<file path="src/rtl/rv32i_pkg.sv">
// Shared RV32I definitions used by the encoder, decoder and immediate extractor:
// opcodes, the instruction-format enum, and the stage-1 request record.
package rv32i_pkg;

  localparam logic [6:0] OPC_LOAD     = 7'b0000011;
  localparam logic [6:0] OPC_MISC_MEM = 7'b0001111;
  localparam logic [6:0] OPC_OP_IMM   = 7'b0010011;
  localparam logic [6:0] OPC_AUIPC    = 7'b0010111;
  localparam logic [6:0] OPC_STORE    = 7'b0100011;
  localparam logic [6:0] OPC_OP       = 7'b0110011;
  localparam logic [6:0] OPC_LUI      = 7'b0110111;
  localparam logic [6:0] OPC_BRANCH   = 7'b1100011;
  localparam logic [6:0] OPC_JALR     = 7'b1100111;
  localparam logic [6:0] OPC_JAL      = 7'b1101111;
  localparam logic [6:0] OPC_SYSTEM   = 7'b1110011;

  typedef enum logic [2:0] {
    FMT_R,
    FMT_I,
    FMT_S,
    FMT_B,
    FMT_U,
    FMT_J,
    FMT_BAD
  } fmt_e;

  typedef struct packed {
    fmt_e        fmt;
    logic [6:0]  opcode;
    logic [4:0]  rd;
    logic [4:0]  rs1;
    logic [4:0]  rs2;
    logic [2:0]  funct3;
    logic [6:0]  funct7;
    logic [31:0] imm_bits;
    logic        legal;
  } enc_req_t;

  function automatic fmt_e opcode_to_fmt(input logic [6:0] opc);
    case (opc)
      OPC_OP:                                             return FMT_R;
      OPC_LOAD, OPC_OP_IMM, OPC_JALR, OPC_SYSTEM,
      OPC_MISC_MEM:                                       return FMT_I;
      OPC_STORE:                                          return FMT_S;
      OPC_BRANCH:                                         return FMT_B;
      OPC_LUI, OPC_AUIPC:                                 return FMT_U;
      OPC_JAL:                                            return FMT_J;
      default:                                            return FMT_BAD;
    endcase
  endfunction

endpackage

</file>
<file path="src/rtl/rv32i_instr_encoder_if.sv">
// Request/response bundle of the instruction encoder; master drives requests
// and accepts words, slave is the encoder.
interface rv32i_instr_encoder_if;
  logic        in_valid;
  logic        in_ready;
  logic [6:0]  in_opcode;
  logic [4:0]  in_rd;
  logic [4:0]  in_rs1;
  logic [4:0]  in_rs2;
  logic [2:0]  in_funct3;
  logic [6:0]  in_funct7;
  logic [31:0] in_imm;
  logic        out_valid;
  logic        out_ready;
  logic [31:0] out_instr;
  logic        out_err;
  logic [7:0]  err_count;
  logic        err_clr;

  modport master (
    output in_valid, in_opcode, in_rd, in_rs1, in_rs2, in_funct3, in_funct7, in_imm,
    output out_ready, err_clr,
    input  in_ready, out_valid, out_instr, out_err, err_count
  );

  modport slave (
    input  in_valid, in_opcode, in_rd, in_rs1, in_rs2, in_funct3, in_funct7, in_imm,
    input  out_ready, err_clr,
    output in_ready, out_valid, out_instr, out_err, err_count
  );
endinterface

</file>
<file path="src/rtl/rv32i_imm_pack.sv">
// Scatters a decoder-form immediate into its instruction bit positions and
// reports whether the value is representable in the given format.
module rv32i_imm_pack
  import rv32i_pkg::*;
(
  input  fmt_e        i_fmt,
  input  logic [31:0] i_imm,
  output logic [31:0] o_imm_bits,
  output logic        o_legal
);

  logic w_hi11_ok;
  logic w_hi12_ok;
  logic w_hi20_ok;

  // Sign-extension check: every bit above the field must match the sign bit.
  assign w_hi11_ok = (&i_imm[31:11]) | ~(|i_imm[31:11]);
  assign w_hi12_ok = (&i_imm[31:12]) | ~(|i_imm[31:12]);
  assign w_hi20_ok = (&i_imm[31:20]) | ~(|i_imm[31:20]);

  always_comb begin
    // NOTE: every output gets a default before the case so no path leaves it
    // unassigned; otherwise synthesis infers a latch.
    o_imm_bits = '0;
    o_legal    = 1'b0;
    case (i_fmt)
      FMT_R: o_legal = 1'b1;
      FMT_I: begin
        o_imm_bits = {i_imm[11:0], 20'b0};
        o_legal    = w_hi11_ok;
      end
      FMT_S: begin
        o_imm_bits = {i_imm[11:5], 13'b0, i_imm[4:0], 7'b0};
        o_legal    = w_hi11_ok;
      end
      FMT_B: begin
        o_imm_bits = {i_imm[12], i_imm[10:5], 13'b0, i_imm[4:1], i_imm[11], 7'b0};
        o_legal    = w_hi12_ok & ~i_imm[0];
      end
      FMT_U: begin
        o_imm_bits = {i_imm[31:12], 12'b0};
        o_legal    = ~(|i_imm[11:0]);
      end
      FMT_J: begin
        o_imm_bits = {i_imm[20], i_imm[10:1], i_imm[11], i_imm[19:12], 12'b0};
        o_legal    = w_hi20_ok & ~i_imm[0];
      end
      default: ;
    endcase
  end

endmodule

</file>
<file path="src/rtl/rv32i_instr_encoder.sv">
// Two-stage RV32I instruction encoder with valid/ready on both sides and a
// saturating count of error words delivered to the consumer.
module rv32i_instr_encoder
  import rv32i_pkg::*;
(
  input  logic                  clk,
  input  logic                  rst,
  rv32i_instr_encoder_if.slave  bus
);

  fmt_e        w_fmt;
  logic [31:0] w_imm_bits;
  logic        w_legal;
  enc_req_t    w_req;

  logic        r_s1_valid;
  enc_req_t    r_s1;
  logic        r_s2_valid;
  logic [31:0] r_s2_instr;
  logic        r_s2_err;
  logic [7:0]  r_err_count;

  logic        w_s2_adv;
  logic        w_s1_adv;
  logic        w_accept;
  logic        w_out_fire;
  logic [31:0] w_word;
  logic        w_err;

  assign w_fmt = opcode_to_fmt(bus.in_opcode);

  rv32i_imm_pack u_imm_pack (
    .i_fmt      (w_fmt),
    .i_imm      (bus.in_imm),
    .o_imm_bits (w_imm_bits),
    .o_legal    (w_legal)
  );

  assign w_req = '{fmt:      w_fmt,
                   opcode:   bus.in_opcode,
                   rd:       bus.in_rd,
                   rs1:      bus.in_rs1,
                   rs2:      bus.in_rs2,
                   funct3:   bus.in_funct3,
                   funct7:   bus.in_funct7,
                   imm_bits: w_imm_bits,
                   legal:    w_legal};

  // in_ready depends only on pipeline state and out_ready, never on in_valid.
  assign w_s2_adv     = !r_s2_valid || bus.out_ready;
  assign w_s1_adv     = !r_s1_valid || w_s2_adv;
  assign bus.in_ready = !rst && w_s1_adv;
  assign w_accept     = bus.in_valid && bus.in_ready;
  assign w_out_fire   = r_s2_valid && bus.out_ready;

  always_comb begin
    w_word      = r_s1.imm_bits;
    w_word[6:0] = r_s1.opcode;
    w_err       = !r_s1.legal;
    case (r_s1.fmt)
      FMT_R: begin
        w_word[11:7]  = r_s1.rd;
        w_word[14:12] = r_s1.funct3;
        w_word[19:15] = r_s1.rs1;
        w_word[24:20] = r_s1.rs2;
        w_word[31:25] = r_s1.funct7;
      end
      FMT_I: begin
        w_word[11:7]  = r_s1.rd;
        w_word[14:12] = r_s1.funct3;
        w_word[19:15] = r_s1.rs1;
      end
      FMT_S, FMT_B: begin
        w_word[14:12] = r_s1.funct3;
        w_word[19:15] = r_s1.rs1;
        w_word[24:20] = r_s1.rs2;
      end
      FMT_U, FMT_J: w_word[11:7] = r_s1.rd;
      default: ;
    endcase
    if (w_err) begin
      w_word = '0;
    end
  end

  // NOTE: state registers use non-blocking assignments so every flop samples
  // the pre-edge values of the others regardless of statement order.
  always_ff @(posedge clk or posedge rst) begin
    if (rst) begin
      r_s1_valid <= 1'b0;
      r_s1       <= '0;
    end else if (w_s1_adv) begin
      r_s1_valid <= w_accept;
      if (w_accept) begin
        r_s1 <= w_req;
      end
    end
  end

  always_ff @(posedge clk or posedge rst) begin
    if (rst) begin
      r_s2_valid <= 1'b0;
      r_s2_instr <= '0;
      r_s2_err   <= 1'b0;
    end else if (w_s2_adv) begin
      r_s2_valid <= r_s1_valid;
      if (r_s1_valid) begin
        r_s2_instr <= w_word;
        r_s2_err   <= w_err;
      end
    end
  end

  // A clear in the same cycle as an error handshake wins; that error is lost.
  always_ff @(posedge clk or posedge rst) begin
    if (rst) begin
      r_err_count <= '0;
    end else if (bus.err_clr) begin
      r_err_count <= '0;
    end else if (w_out_fire && r_s2_err && (r_err_count != 8'hFF)) begin
      r_err_count <= r_err_count + 8'd1;
    end
  end

  assign bus.out_valid = r_s2_valid;
  assign bus.out_instr = r_s2_instr;
  assign bus.out_err   = r_s2_err;
  assign bus.err_count = r_err_count;

endmodule
</file>
<file path="src/flat_wrapper.sv">
// flat-port wrapper written by rule: the top's interface ports become plain ports
module rv32i_instr_encoder_flat import rv32i_pkg::*;
  (clk, rst, bus_in_valid, bus_in_opcode, bus_in_rd, bus_in_rs1, bus_in_rs2, bus_in_funct3, bus_in_funct7, bus_in_imm, bus_out_ready, bus_err_clr, bus_in_ready, bus_out_valid, bus_out_instr, bus_out_err, bus_err_count);
  rv32i_instr_encoder_if bus_i ();
  input  logic clk;
  input  logic rst;
  input wire logic [$bits(bus_i.in_valid)-1:0] bus_in_valid;
  input wire logic [$bits(bus_i.in_opcode)-1:0] bus_in_opcode;
  input wire logic [$bits(bus_i.in_rd)-1:0] bus_in_rd;
  input wire logic [$bits(bus_i.in_rs1)-1:0] bus_in_rs1;
  input wire logic [$bits(bus_i.in_rs2)-1:0] bus_in_rs2;
  input wire logic [$bits(bus_i.in_funct3)-1:0] bus_in_funct3;
  input wire logic [$bits(bus_i.in_funct7)-1:0] bus_in_funct7;
  input wire logic [$bits(bus_i.in_imm)-1:0] bus_in_imm;
  input wire logic [$bits(bus_i.out_ready)-1:0] bus_out_ready;
  input wire logic [$bits(bus_i.err_clr)-1:0] bus_err_clr;
  output wire logic [$bits(bus_i.in_ready)-1:0] bus_in_ready;
  output wire logic [$bits(bus_i.out_valid)-1:0] bus_out_valid;
  output wire logic [$bits(bus_i.out_instr)-1:0] bus_out_instr;
  output wire logic [$bits(bus_i.out_err)-1:0] bus_out_err;
  output wire logic [$bits(bus_i.err_count)-1:0] bus_err_count;
  assign bus_i.in_valid = bus_in_valid;
  assign bus_i.in_opcode = bus_in_opcode;
  assign bus_i.in_rd = bus_in_rd;
  assign bus_i.in_rs1 = bus_in_rs1;
  assign bus_i.in_rs2 = bus_in_rs2;
  assign bus_i.in_funct3 = bus_in_funct3;
  assign bus_i.in_funct7 = bus_in_funct7;
  assign bus_i.in_imm = bus_in_imm;
  assign bus_i.out_ready = bus_out_ready;
  assign bus_i.err_clr = bus_err_clr;
  assign bus_in_ready = bus_i.in_ready;
  assign bus_out_valid = bus_i.out_valid;
  assign bus_out_instr = bus_i.out_instr;
  assign bus_out_err = bus_i.out_err;
  assign bus_err_count = bus_i.err_count;
  rv32i_instr_encoder u_core (.clk(clk), .rst(rst), .bus(bus_i));
endmodule
</file>
<file path="config.mk">
export PLATFORM = sky130hd
export DESIGN_NAME = rv32i_instr_encoder_flat
export DESIGN_NICKNAME = d
export VERILOG_FILES = /design/src/rtl/rv32i_pkg.sv /design/src/rtl/rv32i_instr_encoder_if.sv /design/src/rtl/rv32i_imm_pack.sv /design/src/rtl/rv32i_instr_encoder.sv /design/src/flat_wrapper.sv
export SDC_FILE = /design/constraint.sdc
export NUM_CORES = 1
export LEC_CHECK = 0
export ABC_AREA = 1
export CAP_MARGIN = 30
export CORE_MARGIN = 2
export CORE_UTILIZATION = 50
export CTS_BUF_LIST = sky130_fd_sc_hd__clkbuf_4
export DETAILED_ROUTE_END_ITERATION = 7
export PLACE_DENSITY = 0.79
export SYNTH_ARGS = -nofsm -noshare
export SYNTH_HDL_FRONTEND = slang
export SYNTH_HIERARCHICAL = 1
export SYNTH_SLANG_ARGS = --single-unit
</file>
<file path="constraint.sdc">
create_clock -name clk -period 7.3 [get_ports clk]
set_clock_uncertainty 0.2 [all_clocks]
set_input_delay 1.825 -clock clk [delete_from_list [all_inputs] [get_ports clk]]
set_output_delay 1.825 -clock clk [all_outputs]
set_load 0.05 [all_outputs]
</file>
; ---- Yosys cells after proc, flatten, opt, wreduce, memory -nomap -nowiden
; Index checks and enable logic that the tools add are counted.
; W data, S select, Z words.
[op_classes]
reduce_logical = 29
add_sub_neg = 1
n_eq_ne = 22
muxes = 10
n_bitwise = 10
[ops]
columns = cell, count
row1 = $pmux W32 S5, 1
row2 = $mux W32, 1
row3 = $eq A7 B7 Y1 const B, 4
row4 = $mux W8, 3
row5 = $reduce_or A12 Y1, 2
row6 = $eq A7 B6 Y1 const B, 3
row7 = $reduce_and A21 Y1, 1
row8 = $reduce_or A21 Y1, 1
row9 = $reduce_and A20 Y1, 1
row10 = $reduce_or A20 Y1, 1
row11 = $pmux W3 S6, 1
row12 = $eq A7 B5 Y1 const B, 2
row13 = $eq A3 B2 Y1 const B, 4
row14 = $eq A3 B3 Y1 const B, 4
row15 = $reduce_and A12 Y1, 1
row16 = $mux W5, 2
row17 = $add A8 B1 Y8 const B, 1
row18 = $ne A8 B8 Y1 const B, 1
row19 = $reduce_or A4 Y1, 2
row20 = $eq A7 B2 Y1 const B, 1
row21 = $eq A7 B4 Y1 const B, 1
row22 = $mux W7, 1
row23 = $eq A3 B1 Y1 const B, 2
row24 = $logic_not A3 Y1, 2
row25 = 12 further kinds, 29
[word_totals]
word_cells = 86
output_inout_bits = 43
regBits = 111
inputBits = 69

; ---- Depth between registers and ports, before layout
; Gate-level depths: netlist (run 1).
[depth]
ltp_word = 6
mapped_depth = 20
ltp_nobuf = 20

; ---- Hierarchy
; The synthesis (run 1) kept the hierarchy.
[modules_own_cells]
columns = mod, instances, area_each_um2, cells_per_inst, seq_area_each_um2
row1 = rv32i_instr_encoder, 1, 4490.6, 510, 2602.5
row2 = rv32i_imm_pack, 1, 829.5, 173, 0.0

; ---- Worst setup path before layout (run 1)
; Ideal clock, no wire load.
[synth_timing]
kind = input port to output port
start = input rst
end = output bus_in_ready
path_slack_ns = 0.753
path_stages = 3
path_buffers = 0
required_time_ns = 5.275
arrival_time_ns = 4.522
path_cell_list = inv_1 > nand2_1 > inv_2
[synth_between]
elab_chain_cells = 2
[synth_rtl]
columns = element, line
row1 = "start, declared", flat_wrapper.sv:6  ; input logic rst;
row2 = $logic_not A1 Y1, rv32i_instr_encoder.sv:52  ; assign bus.in_ready = !rst && w_s1_adv;
row3 = $logic_and A1 B1 Y1, rv32i_instr_encoder.sv:52
row4 = "end, declared", flat_wrapper.sv:17  ; output wire logic [$bits(bus_i.in_ready)-1:0] bus_in_ready;
; No other way between the ends.

; ---- Final worst setup path (run 1)
; Same ends and word-level chain as after synthesis.

==> results of run 1 <==
## path summary, 6_finish.rpt
check / end / cells past startpoint
hold / removal: u_core/bus.out_instr[5] / 1
max in group asynchronous: u_core/bus.out_instr[19] / 3
setup reg to reg: u_core/r_s1[14] / 7
setup / recovery: bus_in_ready / 5
hold reg to reg: u_core/bus.out_instr[5] / 1
min in group asynchronous: u_core/bus.out_instr[3] / 2
## layout make-up
| class | count | area, um^2 |
|---|---|---|
| tap | 136 | 170 |
| timing repair buffer | 112 | 1120 |
| multi-input combinational | 488 | 2270 |
| clock buffer | 9 | 67.6 |
| fill | 898 | 3720 |
| antenna | 1 | 2.50 |
| clock inverter | 6 | 85.1 |
| sequential | 104 | 2600 |
| inverter | 60 | 235 |
## flip-flops by register name, summed over array words and instances, names as in the netlist
signal,cells
u_core/bus.out_err,1
u_core/r_s1,61
u_core/bus.err_count,8
u_core/bus.out_instr,32
u_core/r_s1_valid,1
u_core/bus.out_valid,1
## power breakdown
| part | switching (mW) | internal, mW | leakage, nW |
|---|---|---|---|
| Combinational | 0.107 | 0.0731 | 1.82 |
| Sequential | 0.0264 | 0.607 | 1.39 |
| Clock | 0.182 | 0.136 | 0.0794 |
## per-layer routing
layer,wire (um),up-vias,track usage
met5,0,-,0
met4,216,0,0.0891
met3,687,17,0.0267
met2,5840,175,0.380
met1,5740,2216,0.317
li1,-,2315,-
## per-stage QoR
stage | hold WS [ps] | worst slack (ps) | instances | total power [mW] | cell area, um^2
finish | 293 | 1610 | 916 | 1.13 | 6550
floorplan | 244 | 753 | 675 | 0.752 | 5260
global placement | 262 | 1630 | 900 | 0.818 | 6400
global route | 319 | 1500 | 915 | 1.19 | 6550
CTS | 299 | 1600 | 915 | 1.14 | 6550
detailed placement | 262 | 1600 | 900 | 0.825 | 6400
## placed cells by master (no fill, tap or decap), types with 2 or more instances in the layout
cell type / count
dfrtp_1: 104
nand3_1: 30
ha_1: 2
nand2_1: 278
clkbuf_4: 9
xor2_1: 3
o21ai_0: 35
a21oi_1: 11
clkinv_4: 2
nor2_1: 58
a22oi_1: 2
a22o_1: 6
nor4_1: 2
o21ai_2: 3
inv_2: 8
inv_4: 2
inv_1: 49
o21ai_1: 19
clkdlybuf4s50_1: 111
nand2_2: 2
mux2i_1: 14
nand2_4: 7
bufinv_16: 2
o31ai_2: 2
## worst reg2reg max path, stage by stage, from the launching register on
cell and delay, ps:
dfrtp_1 440, nand3_1 130, nand2_1 90, inv_2 100, nand2_4 350, inv_2 910, nand2_1 210, nand2_1 100
==> impl_metrics.json, run 1 <==
{
  "min_from": "u_core/r_s1[63]",
  "crit_chain": "clkdlybuf4s50_1 -> inv_4 -> nand2_1 -> inv_2 -> clkdlybuf4s50_1",
  "num_rows": 37,
  "critPathLaunchType": "input pin",
  "start_util": 0.512,
  "post-route-period-util": 0.779,
  "drv_slew": 0,
  "grt_overflow": 0,
  "cts_tree": "done",
  "globalplace.congestion": 1.00,
  "postCtsResizedCells": 0,
  "ant_nets": 0,
  "critPathBufInv": 4,
  "antenna_found_initial": 0,
  "grt_usage": 0.231,
  "grt_max_degree": 72,
  "finalCriticalPeriod_ps": 5690,
  "route.detailed.drc": 0,
  "wl_per_cell_um": 13.6,
  "synth_warnings": 6,
  "max_freq_mhz": 176,
  "p_leak_nw": 3.29,
  "clock-sinks": 104,
  "hold_path.class": "reg2reg",
  "root_buffer": "clkbuf_4",
  "r2r_setup_slack_ps": 4710,
  "max_stage_delay_ps": 800,
  "cts_buffers": 9,
  "r2r_start": "u_core/bus.out_valid",
  "place.detailed.hpwl_um": 8920,
  "grt_pass1_wl_um": 21300,
  "grt_pass1_vias": 4663,
  "port_buffers": 111,
  "cp-startpoint": "rst",
  "wirelength_um": 12500,
  "syn_area_mm2": 0.00526,
  "max-vdd-ir-drop_mv": 0.0847,
  "critical-path-top-delay-family": "buffers and inverters",
  "syn_inst": 675,
  "fin_util": 0.638,
  "power_density_mw_per_mm2": 173,
  "clockBufferDepth": 2,
  "required_ps": 5280,
  "htreeDepth": 3,
  "viasPerCell": 5.16,
  "cpMaxStageDelayCell": "clkdlybuf4s50_1",
  "crit_fanout": 35,
  "nets": 846,
  "drtIter0Drc": 404,
  "clk_latency_ps": 440,
  "num_vias": 4723,
  "synth_nets": 746,
  "rsz0062_at_grt": "no",
  "hold_buffers": 0,
  "relSlewSlack": 0.320,
  "dieHeight_um": 107,
  "worst_slew_pin_slew_ps": 1020,
  "areaGrowthSynthToFinish_pct": 24.5,
  "hold_violations": 0,
  "coreArea_mm2": 0.0103,
  "setup_viol": 0,
  "clkTransAtPathRegs_ps": 160,
  "crit_type": "in2out",
  "io_pins": 112,
  "worst_setup_path_end_kind": "output port",
  "die_w_um": 107,
  "drive_gt1_frac": 0.0591,
  "drtPass1Iterations": 5,
  "drv_cap": 0,
  "setup_tns_ps": 0,
  "cp_common_cell": "clkdlybuf4s50_1",
  "status": "complete, no violations",
  "crit_arrival_ps": 3660,
  "dieArea_mm2": 0.0114,
  "post-cts-setup-buffer-count": 0,
  "syn_area_per_cell_um2": 7.80
}
(Power assumes the default switching activity.)
==> run 2: changes to the inputs <==
CORE_UTILIZATION = 48   (was 50)
clock period = 5.04 ns   (was 7.3 ns; I/O delays follow)
==> run 2 against run 1 <==
Net effect: final cell count rose by 0.55%; routed wire length up 3.1%; first-iteration DRC count down 16%; count of clock-buffer cells in the layout grew 2; flip-flop and latch count stayed put; critical path depth rose by 1; combinational power up 47%; global-route usage decreased by 0.76 points; clock power grew 37%; sequential power increased by 45%; critical endpoint unchanged.
==> impl_metrics.json, run 2 (synthesis gave the netlist of run 1 again) <==
{
  "r2r_start": "u_core/bus.out_valid",
  "num_vias": 4726,
  "p_clk_frac": 0.269,
  "hold_violations": 0,
  "hold_buffers": 0,
  "worst_setup_path_end_kind": "output port",
  "critPathLaunchType": "input pin",
  "wirelength_um": 12900,
  "nets": 847,
  "worstRegToRegCells": 7,
  "status": "complete, no violations",
  "wl_met3_um": 619,
  "dieArea_mm2": 0.0118,
  "drv_cap": 0,
  "grt_pass1_wl_um": 20800,
  "p_leak_nw": 3.28,
  "required_ps": 3580,
  "globalplace.congestion": 0.898,
  "largest_reg_flops": 61,
  "clock-sinks": 104,
  "wl_met1_um": 6090,
  "relSlewSlack": 0.340,
  "drive_gt1_frac": 0.0627,
  "ant_nets": 0,
  "grt_overflow": 0,
  "dpl_cell_area_mm2": 0.00641,
  "top_layer": "met4",
  "cts_tree": "done",
  "clockBufferDepth": 2,
  "place_inst": 905,
  "crit_type": "in2out",
  "dieHeight_um": 109,
  "htreeDepth": 3,
  "p_int_mw": 1.15,
  "io_pins": 112,
  "postCtsResizedCells": 0,
  "p_seq_frac": 0.568,
  "drv_slew": 0,
  "port_buffers": 111,
  "crit_arrival_ps": 2220,
  "route.detailed.drc": 0,
  "max_flop_register": "u_core/r_s1",
  "reg2reg_to": "u_core/r_s1[45]",
  "power_density_mw_per_mm2": 247,
  "post-cts-setup-buffer-count": 0,
  "max_stage_delay_ps": 470,
  "setup_tns_ps": 0,
  "cpMaxStageDelayCell": "clkdlybuf4s50_1",
  "cts_buffers": 9,
  "wl_per_cell_um": 14.0,
  "p_comb_frac": 0.163,
  "grt_usage": 0.224,
  "mostFrequentLayoutCell": "nand2_1",
  "start_util": 0.488,
  "num_rows": 38,
  "wl_met2_um": 6020,
  "grt_pass1_vias": 4383,
  "crit_end": "bus_in_ready",
  "areaGrowthSynthToFinish_pct": 24.4,
  "crit_fanout": 2,
  "clkTransAtPathRegs_ps": 150,
  "final_cells": 921,
  "viasPerCell": 5.13,
  "setup_viol": 0,
  "p_total_mw": 1.62,
  "rsz0062_at_grt": "no",
  "coreArea_mm2": 0.0108,
  "final_cell_mix": "nand2_1, clkdlybuf4s50_1, dfrtp_1",
  "hold_path.class": "reg2reg",
  "antenna_found_initial": 0,
  "cp-startpoint": "bus_out_ready",
  "grt_max_degree": 70,
  "drtIter0Drc": 339,
  "max_freq_mhz": 271,
  "r2r_setup_slack_ps": 2490,
  "place.detailed.hpwl_um": 9380,
  "power_switching_mw": 0.469,
  "max-vdd-ir-drop_mv": 0.145,
  "finalCriticalPeriod_ps": 3680,
  "root_buffer": "clkbuf_4",
  "design_area_mm2": 0.00655,
  "diodes": 0,
  "worst_slew_pin_slew_ps": 989,
  "drtPass1Iterations": 4,
  "clk_latency_ps": 460,
  "crit_chain": "clkdlybuf4s50_1 -> inv_1 -> nand3_1 -> nand2_1 -> inv_2 -> buf_4",
  "die_w_um": 109,
  "swShare": 0.290,
  "post-route-period-util": 0.731
}
run 2: cell type report:
| class | instances | area, um^2 |
|---|---|---|
| repair buffers | 113 | 1120 |
| multi-input cells | 488 | 2270 |
| well taps | 140 | 175 |
| inverters | 60 | 236 |
| flip-flops and latches | 104 | 2600 |
| clock inverters | 5 | 57.6 |
| fillers | 992 | 4240 |
| clock buffers | 11 | 82.6 |
run 2: power by group through the flow:
stage | logic, mW | clock network (mW) | registers, mW
floorplan | 0.164 | 0 | 0.925
global placement | 0.258 | 0 | 0.930
detailed placement | 0.263 | 0 | 0.933
CTS | 0.265 | 0.448 | 0.918
global route | 0.295 | 0.477 | 0.925
finish | 0.264 | 0.435 | 0.918
run 2: how the worst min path moves through the flow:
| stage | slack (ps) | cells after the start | to | startpoint |
|---|---|---|---|---|
| 2_1_floorplan | 240 | 2 | u_core/r_s1[33] | u_core/r_s1[33] |
| 3_5_place_dp | 260 | 2 | u_core/r_s1[47] | u_core/r_s1[47] |
| 6_report | 300 | 2 | u_core/r_s1[14] | u_core/r_s1[14] |
| 3_3_place_gp | 260 | 2 | u_core/r_s1[23] | u_core/r_s1[23] |
| 4_1_cts | 300 | 2 | u_core/r_s1[47] | u_core/r_s1[47] |
| 5_1_grt | 320 | 2 | u_core/r_s1[53] | u_core/r_s1[53] |
run 2: per-stage QoR:
step,util,setup WS (ps),hold slack (ps)
6_report,0.607,1360,298
3_5_place_dp,0.594,1010,261
4_1_cts,0.607,1360,296
3_3_place_gp,0.594,1060,258
2_1_floorplan,-,392,244
5_1_grt,0.607,1190,320
run 2: routing by layer:
layer	vias up	global-route usage
met5	-	0
met1	2256	0.313
met3	13	0.0335
li1	2320	-
met4	0	0.0714
met2	137	0.359
run 2: worst max-delay path, delay by kind of cell:
family | cells | cell delay (ps)
buffers and inverters | 4 | 800
AND/OR/NAND/NOR | 2 | 160
==> run 3: changes to the inputs <==
clock period = 3.3 ns   (was 5.04 ns; I/O delays follow)
==> run 3 against run 2 <==
Net effect: non-clock buffer count grew 10; sequential share of layout area shrank 0.64 points; die area is the same; power grew 57%; routed wire length shrank 1.2%; register-to-register slack lost 1100 ps; final cell count grew 1.1%; via count grew 0.99%; count of clock-buffer cells in the layout shrank 1; first-iteration DRC count grew 6.5%; setup slack lost 970 ps; utilization grew 0.99 points; largest power group unchanged.
==> impl_metrics.json, run 3 (synthesis gave the netlist of run 1 again) <==
{
  "ant_nets": 0,
  "post-route-period-util": 0.884,
  "antenna_found_initial": 0,
  "cts_tree": "done",
  "grt_overflow": 0,
  "max_flop_register": "u_core/r_s1",
  "worst_setup_path_end_kind": "flop",
  "clkTransAtPathRegs_ps": 130,
  "clock-sinks": 104,
  "num_vias": 4773,
  "fin_util": 0.617,
  "crit_fanout": 12,
  "worst_slew_pin_slew_ps": 893,
  "power_density_mw_per_mm2": 382,
  "globalplace.congestion": 0.891,
  "p_leak_nw": 3.35,
  "diodes": 0,
  "setup_viol": 0,
  "dieHeight_um": 109,
  "grt_usage": 0.223,
  "root_buffer": "clkbuf_4",
  "dieArea_mm2": 0.0118,
  "mostFrequentLayoutCell": "nand2_1",
  "areaGrowthSynthToFinish_pct": 26.4,
  "wirelength_um": 12700,
  "clk_latency_ps": 460,
  "status": "complete, no violations",
  "max_freq_mhz": 343,
  "cts_buffers": 9,
  "crit_arrival_ps": 3110,
  "port_buffers": 111,
  "viasPerCell": 5.13,
  "start_util": 0.488,
  "hold_violations": 0,
  "num_rows": 38,
  "seq_area_mm2": 0.00260,
  "clockBufferDepth": 2,
  "min_path_cells": 2,
  "nets": 857,
  "cp_common_cell": "nand2_1",
  "drtPass1Iterations": 6,
  "finalCriticalPeriod_ps": 2920,
  "fill_cells": 973,
  "worstRegToRegCells": 7,
  "grt_pass1_wl_um": 20800,
  "route.detailed.drc": 0,
  "max-vdd-ir-drop_mv": 0.186,
  "htreeDepth": 3,
  "required_ps": 3490,
  "final_cell_mix": "nand2_1, clkdlybuf4s50_1, dfrtp_1",
  "coreArea_mm2": 0.0108,
  "grt_max_degree": 74,
  "crit_chain": "clkdlybuf4s50_1 -> nand2_1 -> nor2_1 -> and2_1 -> nor2_1 -> nand2_1 -> nand2_1 -> ha_1 -> inv_1 -> nand2_4 -> inv_2 -> o32ai_1 -> nand2_1 -> nand2_1",
  "drtIter0Drc": 361,
  "drv_cap": 0,
  "hold_path.class": "reg2reg",
  "cpMaxStageDelayCell": "clkdlybuf4s50_1",
  "hold_buffers": 0,
  "grt_pass1_vias": 4475,
  "multi_input_comb_area_mm2": 0.00227,
  "critPathLaunchType": "input pin",
  "dpl_worst_slack_ps": -49.2,
  "largest_reg_flops": 61,
  "relSlewSlack": 0.404,
  "post-cts-setup-buffer-count": 0,
  "worst_slack_ps": 384,
  "drive_gt1_frac": 0.0733,
  "rsz0062_at_grt": "no",
  "max_stage_delay_ps": 490,
  "io_pins": 112,
  "postCtsResizedCells": 0,
  "place.detailed.hpwl_um": 9280,
  "drv_slew": 0,
  "wl_per_cell_um": 13.7,
  "die_w_um": 109,
  "crit_type": "in2reg"
}
-- run 3: cell types whose count changed in the layout (fill, tap and decap cells not counted), sizes merged --
cell	previous run	this run
clkinvlp	3	2
clkbuf	11	10
buf	3	13
bufinv	1	2
clkinv	3	4
-- run 3: worst paths after layout --
kind	startpoint	slack, ps	end
worst min register to register	u_core/r_s1[23]	290	u_core/r_s1[23]
min in group asynchronous	rst	630	u_core/bus.err_count[1]
worst max register to register	u_core/bus.out_valid	1420	u_core/bus.out_instr[28]
worst max-delay path	bus_in_opcode[1]	380	u_core/r_s1[23]
worst min-delay path	u_core/r_s1[23]	290	u_core/r_s1[23]
max in group asynchronous	rst	1010	u_core/r_s1[26]
-- run 3: stage by stage --
step / cells / TNS [ps] / cell area [um^2] / power, mW / hold WS, ps
floorplan: 675 / -10570 / 5270 / 1.66 / 244
global placement: 915 / 0 / 6500 / 1.83 / 261
detailed placement: 915 / -217 / 6500 / 1.84 / 263
CTS: 931 / 0 / 6660 / 2.56 / 297
global route: 931 / 0 / 6660 / 2.67 / 320
finish: 931 / 0 / 6660 / 2.54 / 290
-- run 3: area by class of cell --
class,instances,area share
Clock buffer,10,0.0113
Timing Repair Buffer,123,0.182
Sequential cell,104,0.391
Multi-Input combinational cell,488,0.341
Clock inverter,6,0.0126
Inverter,60,0.0355
Tap cell,140,0.0263
-- run 3: worst max-delay path: cells and delay by family --
kind,cells,cell delay (ps)
AND/OR/NAND/NOR,9,1060
buffers and inverters,3,660
adder cells (fa/ha/maj),1,330
AO/OA/AOI/OAI,1,250
-- run 3: metal layers --
metal / wire [um] / global-route usage / vias to the layer above
met1: 5930 / 0.317 / 2256
li1: - / - / 2347
met5: 0 / 0 / -
met3: 773 / 0.0412 / 11
met2: 5880 / 0.350 / 159
met4: 131 / 0.0632 / 0
-- run 3: power by group --
part | switching, mW | internal (mW)
clock network | 0.417 | 0.313
registers | 0.0582 | 1.34
logic | 0.240 | 0.172
total | 0.715 | 1.83
